===== src/rtl/cache_mem_arbiter.sv =====
// cache_mem_arbiter: shares one off-chip memory port between the I-cache
// (read-only) and the D-cache (read/write-back). One block transfer is in
// flight at a time. Ties are broken round-robin. Address and write data are
// latched at grant, and per-requester grant counters saturate.
module cache_mem_arbiter #(
   parameter int ADDR_W = 28,
   parameter int DATA_W = 128,
   parameter int CNT_W  = 16
) (
   input  logic              clk,
   input  logic              rst,
   input  logic              ic_read,
   input  logic [ADDR_W-1:0] ic_addr,
   output logic [DATA_W-1:0] ic_rdata,
   output logic              ic_ready,
   input  logic              dc_read,
   input  logic              dc_write,
   input  logic [ADDR_W-1:0] dc_addr,
   input  logic [DATA_W-1:0] dc_wdata,
   output logic [DATA_W-1:0] dc_rdata,
   output logic              dc_ready,
   output logic              mem_read,
   output logic              mem_write,
   output logic [ADDR_W-1:0] mem_addr,
   output logic [DATA_W-1:0] mem_wdata,
   input  logic [DATA_W-1:0] mem_rdata,
   input  logic              mem_ready,
   output logic [CNT_W-1:0]  ic_grants,
   output logic [CNT_W-1:0]  dc_grants
);

   typedef enum logic [1:0] {
      IDLE   = 2'd0,
      I_BUSY = 2'd1,
      D_BUSY = 2'd2
   } state_t;

   typedef enum logic {
      GNT_I = 1'b0,
      GNT_D = 1'b1
   } owner_t;

   state_t state, state_nxt;
   owner_t last_grant;
   logic   ic_pend, dc_pend;
   logic   grant_i, grant_d;

   assign ic_pend = ic_read;
   // A simultaneous read and write from the D-cache is treated as a write.
   assign dc_pend = dc_read | dc_write;

   // Next-state and grant decision; ties go to whoever was not served last.
   always_comb begin
      // NOTE: every combinationally assigned signal gets a default first so
      // no path through the case leaves it unassigned (which would infer a latch).
      state_nxt = state;
      grant_i   = 1'b0;
      grant_d   = 1'b0;
      case (state)
         IDLE: begin
            if (dc_pend && (!ic_pend || last_grant == GNT_I)) begin
               grant_d   = 1'b1;
               state_nxt = D_BUSY;
            end else if (ic_pend) begin
               grant_i   = 1'b1;
               state_nxt = I_BUSY;
            end
         end
         I_BUSY, D_BUSY: begin
            if (mem_ready) state_nxt = IDLE;
         end
         default: state_nxt = IDLE;
      endcase
   end

   // State register; reset aborts any transfer in flight.
   always_ff @(posedge clk or negedge rst) begin
      // NOTE: registered state uses non-blocking assignments so every flop
      // samples pre-edge values regardless of process ordering.
      if (!rst) state <= IDLE;
      else      state <= state_nxt;
   end

   // Memory-side request registers: latched at grant, frozen while busy.
   always_ff @(posedge clk or negedge rst) begin
      if (!rst) begin
         mem_read   <= 1'b0;
         mem_write  <= 1'b0;
         mem_addr   <= '0;
         mem_wdata  <= '0;
         last_grant <= GNT_I;
      end else if (grant_d) begin
         mem_addr   <= dc_addr;
         mem_wdata  <= dc_wdata;
         mem_write  <= dc_write;
         mem_read   <= ~dc_write;
         last_grant <= GNT_D;
      end else if (grant_i) begin
         mem_addr   <= ic_addr;
         mem_write  <= 1'b0;
         mem_read   <= 1'b1;
         last_grant <= GNT_I;
      end else if (state != IDLE && mem_ready) begin
         mem_read  <= 1'b0;
         mem_write <= 1'b0;
      end
   end

   // Completion is qualified by state, so mem_ready in IDLE has no effect.
   assign ic_ready = (state == I_BUSY) && mem_ready;
   assign dc_ready = (state == D_BUSY) && mem_ready;
   assign ic_rdata = mem_rdata;
   assign dc_rdata = mem_rdata;

   // Saturating completed-transfer counters.
   always_ff @(posedge clk or negedge rst) begin
      if (!rst) begin
         ic_grants <= '0;
         dc_grants <= '0;
      end else begin
         if (ic_ready && ic_grants != '1) ic_grants <= ic_grants + CNT_W'(1);
         if (dc_ready && dc_grants != '1) dc_grants <= dc_grants + CNT_W'(1);
      end
   end

endmodule


===== config.mk =====
export PLATFORM = sky130hd
export DESIGN_NAME = cache_mem_arbiter
export DESIGN_NICKNAME = d
export VERILOG_FILES = /design/src/rtl/cache_mem_arbiter.sv
export SDC_FILE = /design/constraint.sdc
export NUM_CORES = 1
export LEC_CHECK = 0
export CELL_PAD_IN_SITES_DETAIL_PLACEMENT = 1
export CELL_PAD_IN_SITES_GLOBAL_PLACEMENT = 2
export CORE_AREA = 5 5 297 299
export CTS_BUF_LIST = sky130_fd_sc_hd__clkbuf_8
export DETAILED_ROUTE_END_ITERATION = 16
export DIE_AREA = 0 0 302 304
export DONT_BUFFER_PORTS = 1
export PLACE_DENSITY = 0.33
export SYNTH_ARGS = -nofsm -noshare
export SYNTH_HDL_FRONTEND = slang
export SYNTH_SLANG_ARGS = --single-unit

===== constraint.sdc =====
create_clock -name clk -period 2.17 [get_ports clk]
set_input_delay 0.3255 -clock clk [delete_from_list [all_inputs] [get_ports clk]]
set_output_delay 0.3255 -clock clk [all_outputs]
set_load 0.005 [all_outputs]

==> run_results.csv, run 1 <==
group,metric,value,unit
status,outcome,"complete, but fails checks",
status,violations,"hold timing",
floorplanning,num_io_pins,766,
floorplanning,core_area,84900,um^2
setup_path,path_class,"reg2reg",
setup_path,critPathArrivalTime,2490,ps
yosys,synth.area.top_cells,"dfrtp_1, buf_4, nand2_1, mux2i_1, o21ai_0",
sta,hold_viol_final,193,
sta,final_max_slew_viol_count,0,
clock_network,cts_root_buf,"clkbuf_8",
setup_path,critical_path.max_fanout,53,
sta,totalNegativeSetupSlack,0,ps
sta,fin_crit,2020,ps
yosys,ys_ff_latch,193,
drt,wl,34200,um
global_route,grt_usage,0.0739,
clock_network,clk_latency,580,ps
sta,holdWs,-575,ps
placed_design,dp_cells,1962,
clock_network,cts.sinks,193,
yosys,synth_top_cell_area_share,0.489,
floorplanning,dieArea,91800,um^2
global_route,grt_pass1_wl,50100,um
yosys,yosys_warnings,0,
clock_network,cts_hold_buffers,190,
clock_network,path_clk_slew,120,ps
drt,initialDrtViolationCount,278,
sta,slew_headroom,0.515,
final_layout,fin_cells,2188,
floorplanning,die_h,304,um
power_and_ir_drop,vdd_drop_max,0.634,mV
floorplanning,fp-row-count,107,
final_layout,utilization,0.138,
final_layout,synthToLayoutAreaGrowth,18.8,%
yosys,postSynth.asyncResetShare,1.00,
global_route,first_global_vias,7364,
global_route,grt.overflow.total,0,
final_layout,drive_above_1_share,0.0606,
yosys,synth_cell_type_count,45,
placed_design,port_buffers,0,
yosys,syn-num-nets,1422,
sta,period_share,0.929,
floorplanning,start_util,0.116,
power_and_ir_drop,powerDensity,1130,nW/um^2
final_layout,layout_common_cells,"nand2_1, dfrtp_1, dlygate4sd3_1",
setup_path,cp_data_required_time,2640,ps
yosys,synth.yosys.seq_area_share,0.489,
clock_network,postCtsSetupBuffers,0,
job,maxCapViolCount,0,
clock_network,cts_buffers,17,
clock_network,h-tree-depth,4,
clock_network,cts_tree,"yes",
clock_network,ctsLongestPathBuffers,2,
yosys,postSynthCellCount,1099,
global_route,antenna_found_initial,3,
drt,drt_drc_violations_left,0,
power_and_ir_drop,p_leak,5.21,nW
sta,clock_skew,28.4,ps
yosys,synth-edff-count,0,
floorplanning,die_x,302,um
setup_path,r2r-start,"state[1]$_DFFE_PN0P_",
final_layout,mostFrequentLayoutCell,"nand2_1",
yosys,syn_area,9870,um^2
drt,post_drt_wl_per_cell,15.6,um
sta,max_freq,0.496,GHz
setup_path,crit_start,"state[1]$_DFFE_PN0P_",
global_route,grt_max_degree,194,
drt,ant_nets,0,
placed_design,hpwlAfterDp,23500,um
drt,firstDrtPassIters,4,
drt,avgViaCountPerCell,3.05,
min_path,hp-class,"in2async",
sta,setup_viol,0,
yosys,synth-main-ff-cell,"dfrtp_1",
placed_design,gp_congestion,0.637,
setup_path,cp-end-kind,"register",
sta,tightest_slew,728,ps
yosys,yosysTopAreaCell,"dfrtp_1",
yosys,avgSynthCellArea,8.98,um^2
final_layout,num-nets-final,1350,
drt,num_vias,6680,
setup_path,setup.worst_path.start_class,"register",
[registers in the layout, indices dropped and copies added (netlist names)]
name and flops:
last_grant 1, mem_write 1, mem_read 1, ic_grants 16, mem_wdata 128, dc_grants 16, state 2, mem_addr 28
[what timing repair did]
action | in CTS | in global routing
endpoints found under the hold margin | 356 | 193
endpoints found under the setup margin | 1 | 1
pin swaps | 0 | 0
gates cloned | 0 | 0
resized for setup | 1 | 1
[power breakdown]
group          total [W]  internal, W  switching, W  leakage [nW]
Clock            0.00262     0.000971       0.00165         0.192
Combinational    0.00383      0.00154       0.00230          2.61
Sequential       0.00677      0.00516       0.00161          2.40
Total             0.0132      0.00766       0.00556          5.21
[routing by layer]
metal / up-vias / track usage / share of wire
li1: 3073 / - / -
met4: 0 / 0.0411 / 0.042
met2: 338 / 0.120 / 0.48
met3: 86 / 0.0429 / 0.11
met1: 3183 / 0.0745 / 0.36
met5: - / 0 / 0
[path summary, 6_finish.rpt]
check	to	slack (ps)	depth (start not counted)
worst min-delay path	ic_grants[15]$_DFFE_PN0P_	-580	0
worst max-delay path	mem_read$_DFFE_PN0P_	150	6
worst max register to register	mem_read$_DFFE_PN0P_	150	6
min in group clk	dc_grants[0]$_DFFE_PN0P_	130	3
worst min register to register	mem_wdata[103]$_DFFE_PN0P_	520	2
max in group asynchronous	mem_wdata[20]$_DFFE_PN0P_	2100	0
[kinds of logic (layout without fill, tap and decap cells)]
kind of cell | count (synthesis) | in the layout | synth area share
muxes | 32 | 32 | 0.0333
and+or+nand+nor | 480 | 480 | 0.197
DFF | 193 | 193 | 0.489
adders and majority gates | 5 | 5 | 0.00634
other | 0 | 4 | 0
AOI/OAI and AO/OA | 61 | 61 | 0.0381
buffers and inverters | 305 | 246 | 0.216
xor gates and xnor gates | 23 | 23 | 0.0204
[through the flow]
step	power (W)	instance area [um^2]	setup WS, ps
6_report	0.0132	11700	153
2_1_floorplan	0.00922	9870	389
5_1_grt	0.0145	11700	-0.408
3_3_place_gp	0.0106	9420	368
4_1_cts	0.0138	11700	15.7
3_5_place_dp	0.0107	9420	340
[critical path, stage by stage (launching register included)]
cell           delay [ps]
dfrtp_1               420
inv_1                 120
ha_1                  200
and2_4                180
buf_12                270
a221oi_1              140
dlygate4sd3_1         570
[cell usage after synthesis, types with 4 or more instances]
master    instances
nor2_1            9
a21oi_1           9
o21ai_0          31
nand4_1          12
dfrtp_1         193
and3_1            9
xor2_1            9
nand3_1           9
buf_4           257
xnor2_1          14
clkbuf_1         23
a31oi_1           4
nand2_1         427
buf_2            16
inv_1             8
ha_1              5
mux2i_1          28
[area by class of cell]
cell class,count,area [um^2]
tap,1144,1430
inverter,8,30.0
clock inverter,14,149
clock buffer,18,248
antenna,4,10.0
fill,10000,73100
multi-input combinational,601,2940
sequential,193,4830
timing repair buffer,206,2100
(Power assumes the default switching activity.)
==> run 2: changes to the inputs <==
Clock period 2.17 ns to 2.6 ns, I/O delays scaled along.
==> run_results.csv, run 2 (synthesis results as in run 1) <==
group,metric,value,unit
status,outcome,"complete, but fails checks",
status,violations,"hold timing",
power_and_ir_drop,p_leak,5.16,nW
power_and_ir_drop,power.switching,0.00467,W
global_route,grt_pass1_wl,50100,um
drt,post_drt_wl_per_cell,15.6,um
sta,max_freq,0.404,GHz
floorplanning,dieArea,91800,um^2
power_and_ir_drop,clockPowerShare,0.196,
floorplanning,start_util,0.116,
final_layout,num-nets-final,1343,
drt,ant_nets,0,
placed_design,gp_congestion,0.650,
job,maxCapViolCount,0,
floorplanning,num_io_pins,766,
final_layout,largest_reg_flops,128,
clock_network,cts_buffers,17,
final_layout,layout_common_cells,"nand2_1, dfrtp_1, dlygate4sd3_1",
global_route,first_global_vias,7439,
final_layout,synthToLayoutAreaGrowth,17.8,%
final_layout,drive_above_1_share,0.0532,
drt,num_vias,6668,
setup_path,reg2reg_depth,6,
clock_network,cts_root_buf,"clkbuf_8",
sta,final_max_slew_viol_count,0,
setup_path,critical_path.max_fanout,65,
floorplanning,die_h,304,um
clock_network,ctsLongestPathBuffers,2,
power_and_ir_drop,p_seq_frac,0.509,
global_route,grt_usage,0.0732,
power_and_ir_drop,vdd_drop_max,0.343,mV
clock_network,path_clk_slew,140,ps
sta,period_share,0.953,
final_layout,reg.largest.list,"mem_wdata (128), mem_addr (28)",
setup_path,path_class,"reg2reg",
sta,holdWs,-525,ps
sta,tightest_slew,553,ps
drt,drt_drc_violations_left,0,
global_route,grt.overflow.total,0,
power_and_ir_drop,power,0.0111,W
floorplanning,die_x,302,um
clock_network,clk_latency,590,ps
setup_path,critPathArrivalTime,2930,ps
power_and_ir_drop,power_frac_comb,0.295,
setup_path,setup.worst_path.start_class,"register",
sta,clock_skew,30.4,ps
clock_network,cts_hold_buffers,189,
sta,rsz0062_at_grt,"false",
final_layout,regMostFlops,"mem_wdata",
final_layout,mostFrequentLayoutCell,"nand2_1",
power_and_ir_drop,swShare,0.419,
global_route,antenna_found_initial,1,
sta,totalNegativeSetupSlack,0,ps
placed_design,port_buffers,0,
clock_network,cts.sinks,193,
drt,initialDrtViolationCount,210,
power_and_ir_drop,powerDensity,957,nW/um^2
sta,setup_viol,0,
floorplanning,fp-row-count,107,
setup_path,cp_data_required_time,3050,ps
min_path,hp-class,"in2async",
global_route,grt_max_degree,194,
drt,firstDrtPassIters,4,
clock_network,cts_tree,"yes",
sta,fin_crit,2480,ps
placed_design,hpwlAfterDp,23500,um
floorplanning,core_area,84900,um^2
sta,slew_headroom,0.629,
sta,hold_viol_final,193,
setup_path,cp-end-kind,"register",
clock_network,h-tree-depth,4,
power_and_ir_drop,p_int,0.00646,W
drt,avgViaCountPerCell,3.06,
drt,wl,33900,um
-- run 2: final timing paths --
check | from | end | slack [ps]
min in group clk | mem_ready | ic_grants[0]$_DFFE_PN0P_ | 150
min | rst | mem_wdata[127]$_DFFE_PN0P_ | -520
max | last_grant$_DFFE_PN0P_ | mem_addr[13]$_DFFE_PN0P_ | 120
max reg2reg | last_grant$_DFFE_PN0P_ | mem_addr[13]$_DFFE_PN0P_ | 120
max in group asynchronous | rst | mem_wdata[30]$_DFFE_PN0P_ | 2750
min reg2reg | mem_wdata[10]$_DFFE_PN0P_ | mem_wdata[10]$_DFFE_PN0P_ | 520
-- run 2: worst max-delay path, cell delays in order, from the launching register on --
cell and delay [ps]:
dfrtp_1 430, a2bb2oi_2 350, and2_4 260, buf_12 270, mux2i_1 240, dlygate4sd3_1 570
o21ai_0 80
-- run 2: area by class of cell --
| cell class | count | area, um^2 |
|---|---|---|
| Antenna cell | 1 | 2.50 |
| Clock buffer | 17 | 234 |
| Clock inverter | 15 | 149 |
| Fill cell | 10000 | 73300 |
| Inverter | 8 | 30.0 |
| Multi-Input combinational cell | 601 | 2930 |
| Sequential cell | 193 | 4830 |
| Tap cell | 1144 | 1430 |
| Timing Repair Buffer | 199 | 2020 |
-- run 2: stage by stage --
step,cells,utilization,setup WS (ps),cell area [um^2]
finish,2178,0.137,122,11600
global route,2178,0.137,14.2,11600
CTS,2177,0.137,99.8,11600
detailed placement,1956,0.110,632,9350
global placement,1956,0.110,641,9350
floorplan,1099,-,819,9870
-- run 2: per-layer routing --
layer | up-vias | global-route usage | share of wire
met1 | 3202 | 0.0727 | 0.36
met2 | 337 | 0.121 | 0.49
met3 | 83 | 0.0402 | 0.11
met5 | - | 0 | 0
li1 | 3046 | - | -
met4 | 0 | 0.0425 | 0.040
-- run 2: repair_timing --
item	in CTS	in global routing
setup buffers	0	0
hold endpoints to repair	354	193
gates resized for setup	0	0
-- run 2: power groups by stage --
stage | clock network (W) | logic [W] | registers [W]
global route | 0.00249 | 0.00383 | 0.00586
CTS | 0.00242 | 0.00341 | 0.00577
global placement | 0 | 0.00297 | 0.00587
finish | 0.00218 | 0.00328 | 0.00566
floorplan | 0 | 0.00253 | 0.00516
detailed placement | 0 | 0.00302 | 0.00582
